### src/rtl/manchester_pkg.sv
// rtl/manchester_pkg.sv - shared Manchester line constants and receiver state type
// Purpose: state encoding, oversample ratio, sample phases and resync window
//          shared by the Manchester receiver and transmitter.
// Ports:   none (package).
package manchester_pkg;

    typedef enum logic [1:0] {
        HUNT  = 2'd0,
        ARMED = 2'd1,
        RECV  = 2'd2
    } rx_state_t;

    localparam int OVERSAMPLE = 16;
    localparam int PHASE_W    = $clog2(OVERSAMPLE);

    localparam logic [PHASE_W-1:0] PHASE_LAST   = PHASE_W'(OVERSAMPLE - 1);
    localparam logic [PHASE_W-1:0] PHASE_H1     = PHASE_W'(4);
    localparam logic [PHASE_W-1:0] PHASE_H2     = PHASE_W'(12);
    localparam logic [PHASE_W-1:0] RESYNC_LO    = PHASE_W'(6);
    localparam logic [PHASE_W-1:0] RESYNC_HI    = PHASE_W'(10);
    localparam logic [PHASE_W-1:0] RESYNC_PHASE = PHASE_W'(8);

endpackage

### src/rtl/clkenb.sv
// rtl/clkenb.sv - clock-enable divider producing a one-clk pulse at DIVFREQ
// Purpose: divides clk (CLKFREQ Hz) down to a single-cycle enable at DIVFREQ Hz.
// Ports:   clk   - system clock
//          reset - asynchronous active-high reset
//          enb   - one-clk enable pulse every CLKFREQ/DIVFREQ cycles
module clkenb #(
    parameter int CLKFREQ = 100_000_000,
    parameter int DIVFREQ = 153_600
) (
    input  logic clk,
    input  logic reset,
    output logic enb
);

    localparam int DIV = (CLKFREQ / DIVFREQ < 1) ? 1 : CLKFREQ / DIVFREQ;
    localparam int W   = (DIV > 1) ? $clog2(DIV) : 1;

    logic [W-1:0] count;

    always_ff @(posedge clk or posedge reset) begin
        if (reset) begin
            count <= '0;
            enb   <= 1'b0;
        end else if (count == W'(DIV - 1)) begin
            count <= '0;
            enb   <= 1'b1;
        end else begin
            count <= count + W'(1);
            enb   <= 1'b0;
        end
    end

endmodule

### src/rtl/manchester_receiver.sv
// rtl/manchester_receiver.sv - Manchester-coded serial byte receiver with carrier detect
// Purpose: recovers LSB-first bytes from a Manchester line (first half = ~bit,
//          second half = bit), 16x oversampled, framed by idle-high line.
// Ports:   clk    - system clock (rising edge)
//          rst    - asynchronous active-low reset
//          rxd    - serial line, idle high, asynchronous to clk
//          data   - last complete byte, held until the next one completes
//          valid  - one-clk pulse when data updates
//          cardet - high while a frame is being received
//          error  - one-clk pulse on coding violation or truncated byte
// Build option: define MANCHESTER_RX_RESYNC_EN to re-centre the bit phase on
//          each mid-bit edge (tracks transmitter baud drift).
module manchester_receiver
    import manchester_pkg::*;
#(
    parameter int BAUD    = 9600,
    parameter int CLKFREQ = 100_000_000
) (
    input  logic       clk,
    input  logic       rst,
    input  logic       rxd,
    output logic [7:0] data,
    output logic       valid,
    output logic       cardet,
    output logic       error
);

    logic tick;
    logic tick_reset;

    logic rxd_meta;
    logic rxd_s;
    logic rxd_prev;
    logic fall;

    rx_state_t          state, state_n;
    logic [PHASE_W-1:0] idle_cnt, idle_n;
    logic [PHASE_W-1:0] phase, phase_n;
    logic [2:0]         bit_idx, bit_n;
    logic [7:0]         shreg, shreg_n;
    logic               h1, h1_n;
    logic [7:0]         data_n;
    logic               valid_n;
    logic               cardet_n;
    logic               error_n;

`ifdef MANCHESTER_RX_RESYNC_EN
    logic resync_pend, resync_n;
    logic rxd_edge;
`endif

    assign tick_reset = ~rst;

    clkenb #(
        .CLKFREQ (CLKFREQ),
        .DIVFREQ (BAUD * OVERSAMPLE)
    ) u_clkenb (
        .clk   (clk),
        .reset (tick_reset),
        .enb   (tick)
    );

    // Synchronizer resets to the idle level so reset release never looks like an edge.
    always_ff @(posedge clk or negedge rst) begin
        if (!rst) begin
            rxd_meta <= 1'b1;
            rxd_s    <= 1'b1;
            rxd_prev <= 1'b1;
        end else begin
            rxd_meta <= rxd;
            rxd_s    <= rxd_meta;
            rxd_prev <= rxd_s;
        end
    end

    assign fall = rxd_prev & ~rxd_s;

    always_ff @(posedge clk or negedge rst) begin
        if (!rst) begin
            state       <= HUNT;
            idle_cnt    <= '0;
            phase       <= '0;
            bit_idx     <= '0;
            shreg       <= '0;
            h1          <= 1'b0;
            data        <= 8'h00;
            valid       <= 1'b0;
            cardet      <= 1'b0;
            error       <= 1'b0;
`ifdef MANCHESTER_RX_RESYNC_EN
            resync_pend <= 1'b0;
`endif
        end else begin
            state       <= state_n;
            idle_cnt    <= idle_n;
            phase       <= phase_n;
            bit_idx     <= bit_n;
            shreg       <= shreg_n;
            h1          <= h1_n;
            data        <= data_n;
            valid       <= valid_n;
            cardet      <= cardet_n;
            error       <= error_n;
`ifdef MANCHESTER_RX_RESYNC_EN
            resync_pend <= resync_n;
`endif
        end
    end

`ifdef MANCHESTER_RX_RESYNC_EN
    assign rxd_edge = rxd_prev ^ rxd_s;
`endif

    always_comb begin
        state_n  = state;
        idle_n   = idle_cnt;
        phase_n  = phase;
        bit_n    = bit_idx;
        shreg_n  = shreg;
        h1_n     = h1;
        data_n   = data;
        valid_n  = 1'b0;
        cardet_n = cardet;
        error_n  = 1'b0;
`ifdef MANCHESTER_RX_RESYNC_EN
        resync_n = resync_pend;
`endif

        case (state)
            HUNT: begin
                cardet_n = 1'b0;
                if (!rxd_s) begin
                    idle_n = '0;
                end else if (tick) begin
                    if (idle_cnt == PHASE_LAST) begin
                        idle_n  = '0;
                        state_n = ARMED;
                    end else begin
                        idle_n = idle_cnt + PHASE_W'(1);
                    end
                end
            end

            ARMED: begin
                // The first falling edge marks the start of bit 0 (LSB must be 1).
                if (fall) begin
                    phase_n  = '0;
                    bit_n    = '0;
                    cardet_n = 1'b1;
                    state_n  = RECV;
`ifdef MANCHESTER_RX_RESYNC_EN
                    resync_n = 1'b0;
`endif
                end
            end

            RECV: begin
`ifdef MANCHESTER_RX_RESYNC_EN
                // Mid-bit transitions land near phase 8; latch and snap on the next tick.
                if (rxd_edge && (phase >= RESYNC_LO) && (phase <= RESYNC_HI))
                    resync_n = 1'b1;
`endif
                if (tick) begin
                    phase_n = phase + PHASE_W'(1);
`ifdef MANCHESTER_RX_RESYNC_EN
                    if (resync_pend) begin
                        phase_n  = RESYNC_PHASE;
                        resync_n = 1'b0;
                    end
`endif
                    if (phase == PHASE_H1)
                        h1_n = rxd_s;

                    if (phase == PHASE_H2) begin
                        if (h1 != rxd_s) begin
                            shreg_n = {rxd_s, shreg[7:1]};
                            bit_n   = bit_idx + 3'd1;
                            if (bit_idx == 3'd7) begin
                                data_n  = {rxd_s, shreg[7:1]};
                                valid_n = 1'b1;
                            end
                        end else if (rxd_s && (bit_idx == 3'd0)) begin
                            // Idle-high bit slot on a byte boundary: clean end of frame.
                            cardet_n = 1'b0;
                            idle_n   = '0;
                            state_n  = HUNT;
                        end else begin
                            error_n  = 1'b1;
                            cardet_n = 1'b0;
                            shreg_n  = '0;
                            bit_n    = '0;
                            idle_n   = '0;
                            state_n  = HUNT;
                        end
                    end
                end
            end

            default: begin
                state_n  = HUNT;
                cardet_n = 1'b0;
            end
        endcase
    end

endmodule

### config.mk
export PLATFORM = sky130hd
export DESIGN_NAME = manchester_receiver
export DESIGN_NICKNAME = d
export VERILOG_FILES = /design/src/rtl/manchester_pkg.sv /design/src/rtl/clkenb.sv /design/src/rtl/manchester_receiver.sv
export SDC_FILE = /design/constraint.sdc
export NUM_CORES = 1
export LEC_CHECK = 0
export BUFFER_PORTS_ARGS = -buffer_cell sky130_fd_sc_hd__buf_2
export CAP_MARGIN = 30
export CORE_UTILIZATION = 45
export CTS_CLUSTER_DIAMETER = 50
export DETAILED_ROUTE_END_ITERATION = 12
export GPL_ROUTABILITY_DRIVEN = 0
export GPL_TIMING_DRIVEN = 0
export PLACE_DENSITY_LB_ADDON = 0.05
export SLEW_MARGIN = 5
export SYNTH_ARGS = -nofsm -noshare
export SYNTH_HDL_FRONTEND = slang
export SYNTH_HIERARCHICAL = 1
export SYNTH_SLANG_ARGS = --single-unit
### constraint.sdc
create_clock -name clk -period 5.5 [get_ports clk]
set_clock_uncertainty 0.2 [all_clocks]
set_input_delay 1.375 -clock clk [delete_from_list [all_inputs] [get_ports clk]]
set_output_delay 1.375 -clock clk [all_outputs]
set_load 0.02 [all_outputs]
# Word level (Yosys, flattened, before mapping)
# Index checks and enable logic that the tools add are counted.
[totals] register_bits=47 in_bits=3
[op_classes] n_addsub=4 n_eq_ne=18 n_mux=43 bitwise=2 reduce_logical=13
[ops] cell="$mux 4" count=8
[ops] cell="$mux 8" count=2
[ops] cell="$pmux 4 s2" count=2
[ops] cell="$mux 1" count=15
[ops] cell="$mux 3" count=5
[ops] cell="$reduce_and 5->1" count=3
[ops] cell="$mux 2" count=7
[ops] cell="$ne 2x2->1 const B" count=6
[ops] cell="$add 10x1->10 const B" count=1
[ops] cell="$eq 10x10->1 const B" count=1
[ops] cell="$mux 10" count=1
[ops] cell="$add 4x1->4 const B" count=2
[ops] cell="$eq 4x4->1 const B" count=2
[ops] cell="$reduce_and 4->1" count=2
[ops] cell="$reduce_and 7->1" count=1
[ops] cell="$pmux 2 s3" count=1
[ops] cell="$pmux 3 s2" count=1
[ops] cell="$reduce_and 3->1" count=2
[ops] cell="$eq 4x3->1 const B" count=1
[ops] cell="$ne 2x1->1 const B" count=2
[ops] cell="$reduce_bool 2->1" count=2
[ops] cell="$add 3x1->3 const B" count=1
[ops] cell="$eq 3x3->1 const B" count=1
[ops] cell="$logic_not 3->1" count=1
[ops] cell="10 further kinds" count=10

# Logic depth before layout (Yosys ltp)
[depth] ltp_word=7 ltp_mapped=8 depth_no_buf=6

# By module
# The synthesis kept the hierarchy.
[by_module_without_submodules] module="manchester_receiver" n_inst=1 cells_per_inst=148 area_each_um2=1707.9 seq_area_each_um2=879.6
[by_module_without_submodules] module="clkenb" n_inst=1 cells_per_inst=48 area_each_um2=553.0 seq_area_each_um2=275.3

# Least setup slack after synthesis
# Ideal clock, no wire load.
[synth_timing] path_type="register to output" from="reg data[0]" to="out data[0]" t_arrival_ns=0.425 t_required_ns=3.925 path_slack_ns=3.500 stages_incl_launch_ff=1 path_buffers=0 path_cell_list="dfrtp_1"
[synth_lines] item="start, declared" line_no="manchester_receiver.sv:22" text="output logic [7:0] data,"
[synth_lines] item="start signal, assigned" line_no="manchester_receiver.sv:100" text="data <= data_n;"
# No word-level cell between the ends.

# Final worst setup path
[layout_timing] from="reg data[6]" to="out data[6]"
# No word-level cell between the ends.

==> results.md <==
* Startpoint types: flop
* CTS tree: built
* Share of the synthesized area in the top cell type at 0.476
* Starting density of the core at 0.472
* Antenna violations before repair at 0
* Status: finished, final reports clean
* First-pass GRT wire length at 6840 um
* CP Data Arrival Time at approximately 860 ps
* Hold Buf Count CTS at 0
* Layout area overhead at 12.7%
* Post-CTS setup buffer count at 0
* WS Path Type: flop to output port
* Post-synth EDFFs at 0
* CP max stage delay at 390 ps
* Final Core Density at 0.532
* Final Instance Area at about 2500 um2
* R2R depth at 6
* Violation count after the first detailed-route iteration at 60
* Top post-synthesis cells by count: dfrtp_1, inv_1, nand2_1, nor2_1, o21ai_0
* WL final at ~4000 um
* Pleak at roughly 1.3 nW
* Vias per cell at slightly above 5
* Pwr per Cell Area at between 200 and 300 nW/um2
* Clk sink count at 46
* Vias in the first global route at 1504
* Synth warn at 6
* Share of cells above drive strength 1 at 0.258
* Worst Path Max Fanout at 2
* Unrepaired setup endpoints after global routing: no
* Placed cell areas at 2410 um2
* Clk_lat worst skew at ~300 ps
* Largest net degree at the start of global routing at 37
* GRT overflow at 0
* Post-Syn Instances at approximately 200
* Delay-heaviest family, CP: flip-flops
* Maximum vdd drop at around 0.17 mV
* Max transition margin at 0.478
* Min Tclk post-route at ~2400 ps
* Final Slew Violations at 0
* Drt wl/cell at 13.7 um
* Final Cycle Share at 0.443
* FFs w/ async S/R, synth at 1.00
* Io pins at 14
* Max clock buf depth at 2
* FP Rows at 25
* Reg2reg setup slack at around 3400 ps
* Final Hold Slack at 159 ps
* Die ar. at around 5300 um2
* CTS Buf Count at 5
* Slowest CP cell: dfrtp_1
* FF-to-FF Start: rxd_s
* Critical path, cell by cell: buf_2
* Critical Path Source: data[6]
* Via count at between 1000 and 1500
* Core area at between 4000 and 5000 um2
* Synth cell types at 56
* # setup viols final at 0
* Synth top area cells: dfrtp_1, mux2_4, ha_1
* Count leader, synth: dfrtp_1
* Dominant cell type by area after synthesis: dfrtp_1
* Die extent in x at between 70 and 80 um
* Max-cap viol count at 0
* Final WS setup at 3060 ps
* Post-DRT Antenna Nets at 0
* RR Endpoint: idle_cnt[2]
* Antenna diode count at 0
* CTS H-Tree Depth at 2
* Die height at 72.9 um
* Post-Syn Area at between 2000 and 2500 um2
* Synthesized Nets at ~210
* Drt first pass iters at 4
* Ys flop type: dfrtp_1
* Syn Area/Cell at approximately 12 um2
* Slew @ Worst Pin at about 800 ps
* IO buf count at 13
* Clock Pin Slew Worst Setup and Hold Paths at about 90 ps
* DR DRC count at 0
* Hold Crit Class: flop to flop
* CP Capture Type: output port
* Crit path to: data[6]
* Root Buffer: clkbuf_8
* Setup TNS at 0 ps
* Achievable Freq at 411 MHz
* Total GRT Usage at 0.170
* CTS resizes at 0
* Nets at ~230
* Final HPWL DP at 2780 um
* Final Hold Fails at 0
* Fill cells at 427
* Placement Setup Slack at approximately 3000 ps
* Req. time, crit path at around 4000 ps
* Part of the Yosys area used for sequential elements at 0.511
* Worst Path Buf+Inv at 1
* WP depth at 1
* Yosys reg bits at between 40 and 50
metal layers:
metal | track usage | vias up | wire length, um
met4 | 0.0850 | 0 | 76
met5 | 0 | - | 0
li1 | - | 723 | -
met2 | 0.270 | 21 | 1780
met3 | 0.0331 | 7 | 103
met1 | 0.224 | 710 | 1930
layout make-up:
type	count	area (um2)	area share
flip-flops and latches	46	1150	0.453
multi-input cells	125	983	0.386
well taps	67	83.8	0.0329
inverters	19	71.3	0.0280
clock buffers	5	68.8	0.0270
clock inverters	3	68.8	0.0270
repair buffers	13	65.1	0.0255
plain buffers	6	51.3	0.0201
worst min-delay path by stage:
stage | start | to | slack, ps | cells past startpoint
floorplan | rxd_meta | rxd_s | 150 | 0
global placement | rxd_meta | rxd_s | 150 | 0
detailed placement | rxd_meta | rxd_s | 150 | 0
CTS | rxd_meta | rxd_s | 170 | 0
global route | rxd_meta | rxd_s | 170 | 0
finish | rxd_meta | rxd_s | 160 | 0
placed cells by master (no fill, tap or decap), types with 5 or more instances in the layout:
cell,n
nor2_1,11
nand3b_1,6
clkbuf_8,5
dfrtp_1,43
inv_1,19
mux2_4,8
xnor2_1,5
buf_2,17
nand2_1,11
ha_1,9
o21ai_0,11
nand3_1,7
kinds of logic after synthesis:
family,Yosys count,synth area share
XOR/XNOR,8,0.0310
flip-flops,46,0.511
adder cells (fa/ha/maj),9,0.0498
buffers and inverters,25,0.0542
AND/OR/NAND/NOR,67,0.199
AO/OA/AOI/OAI,29,0.0836
multiplexers,12,0.0719
flip-flops by register name, indices dropped and copies added, names as in the netlist:
signal / count
rxd_s: 1
rxd_prev: 1
rxd_meta: 1
error: 1
phase: 4
data: 8
u_clkenb/count: 10
idle_cnt: 4
u_clkenb/enb: 1
shreg: 7
cardet: 1
bit_idx: 3
valid: 1
h1: 1
state: 2
report_power, final:
part	switching, mW	total [mW]	internal, mW
registers	0.000782	0.341	0.340
logic	0.0104	0.0137	0.00326
clock network	0.118	0.300	0.182
stage by stage:
step,std cells,total power [mW]
final,284,0.654
after global placement,276,0.361
after CTS,284,0.664
after floorplan,196,0.354
after detailed placement,276,0.362
after global routing,284,0.680
(Power assumes the default switching activity.)
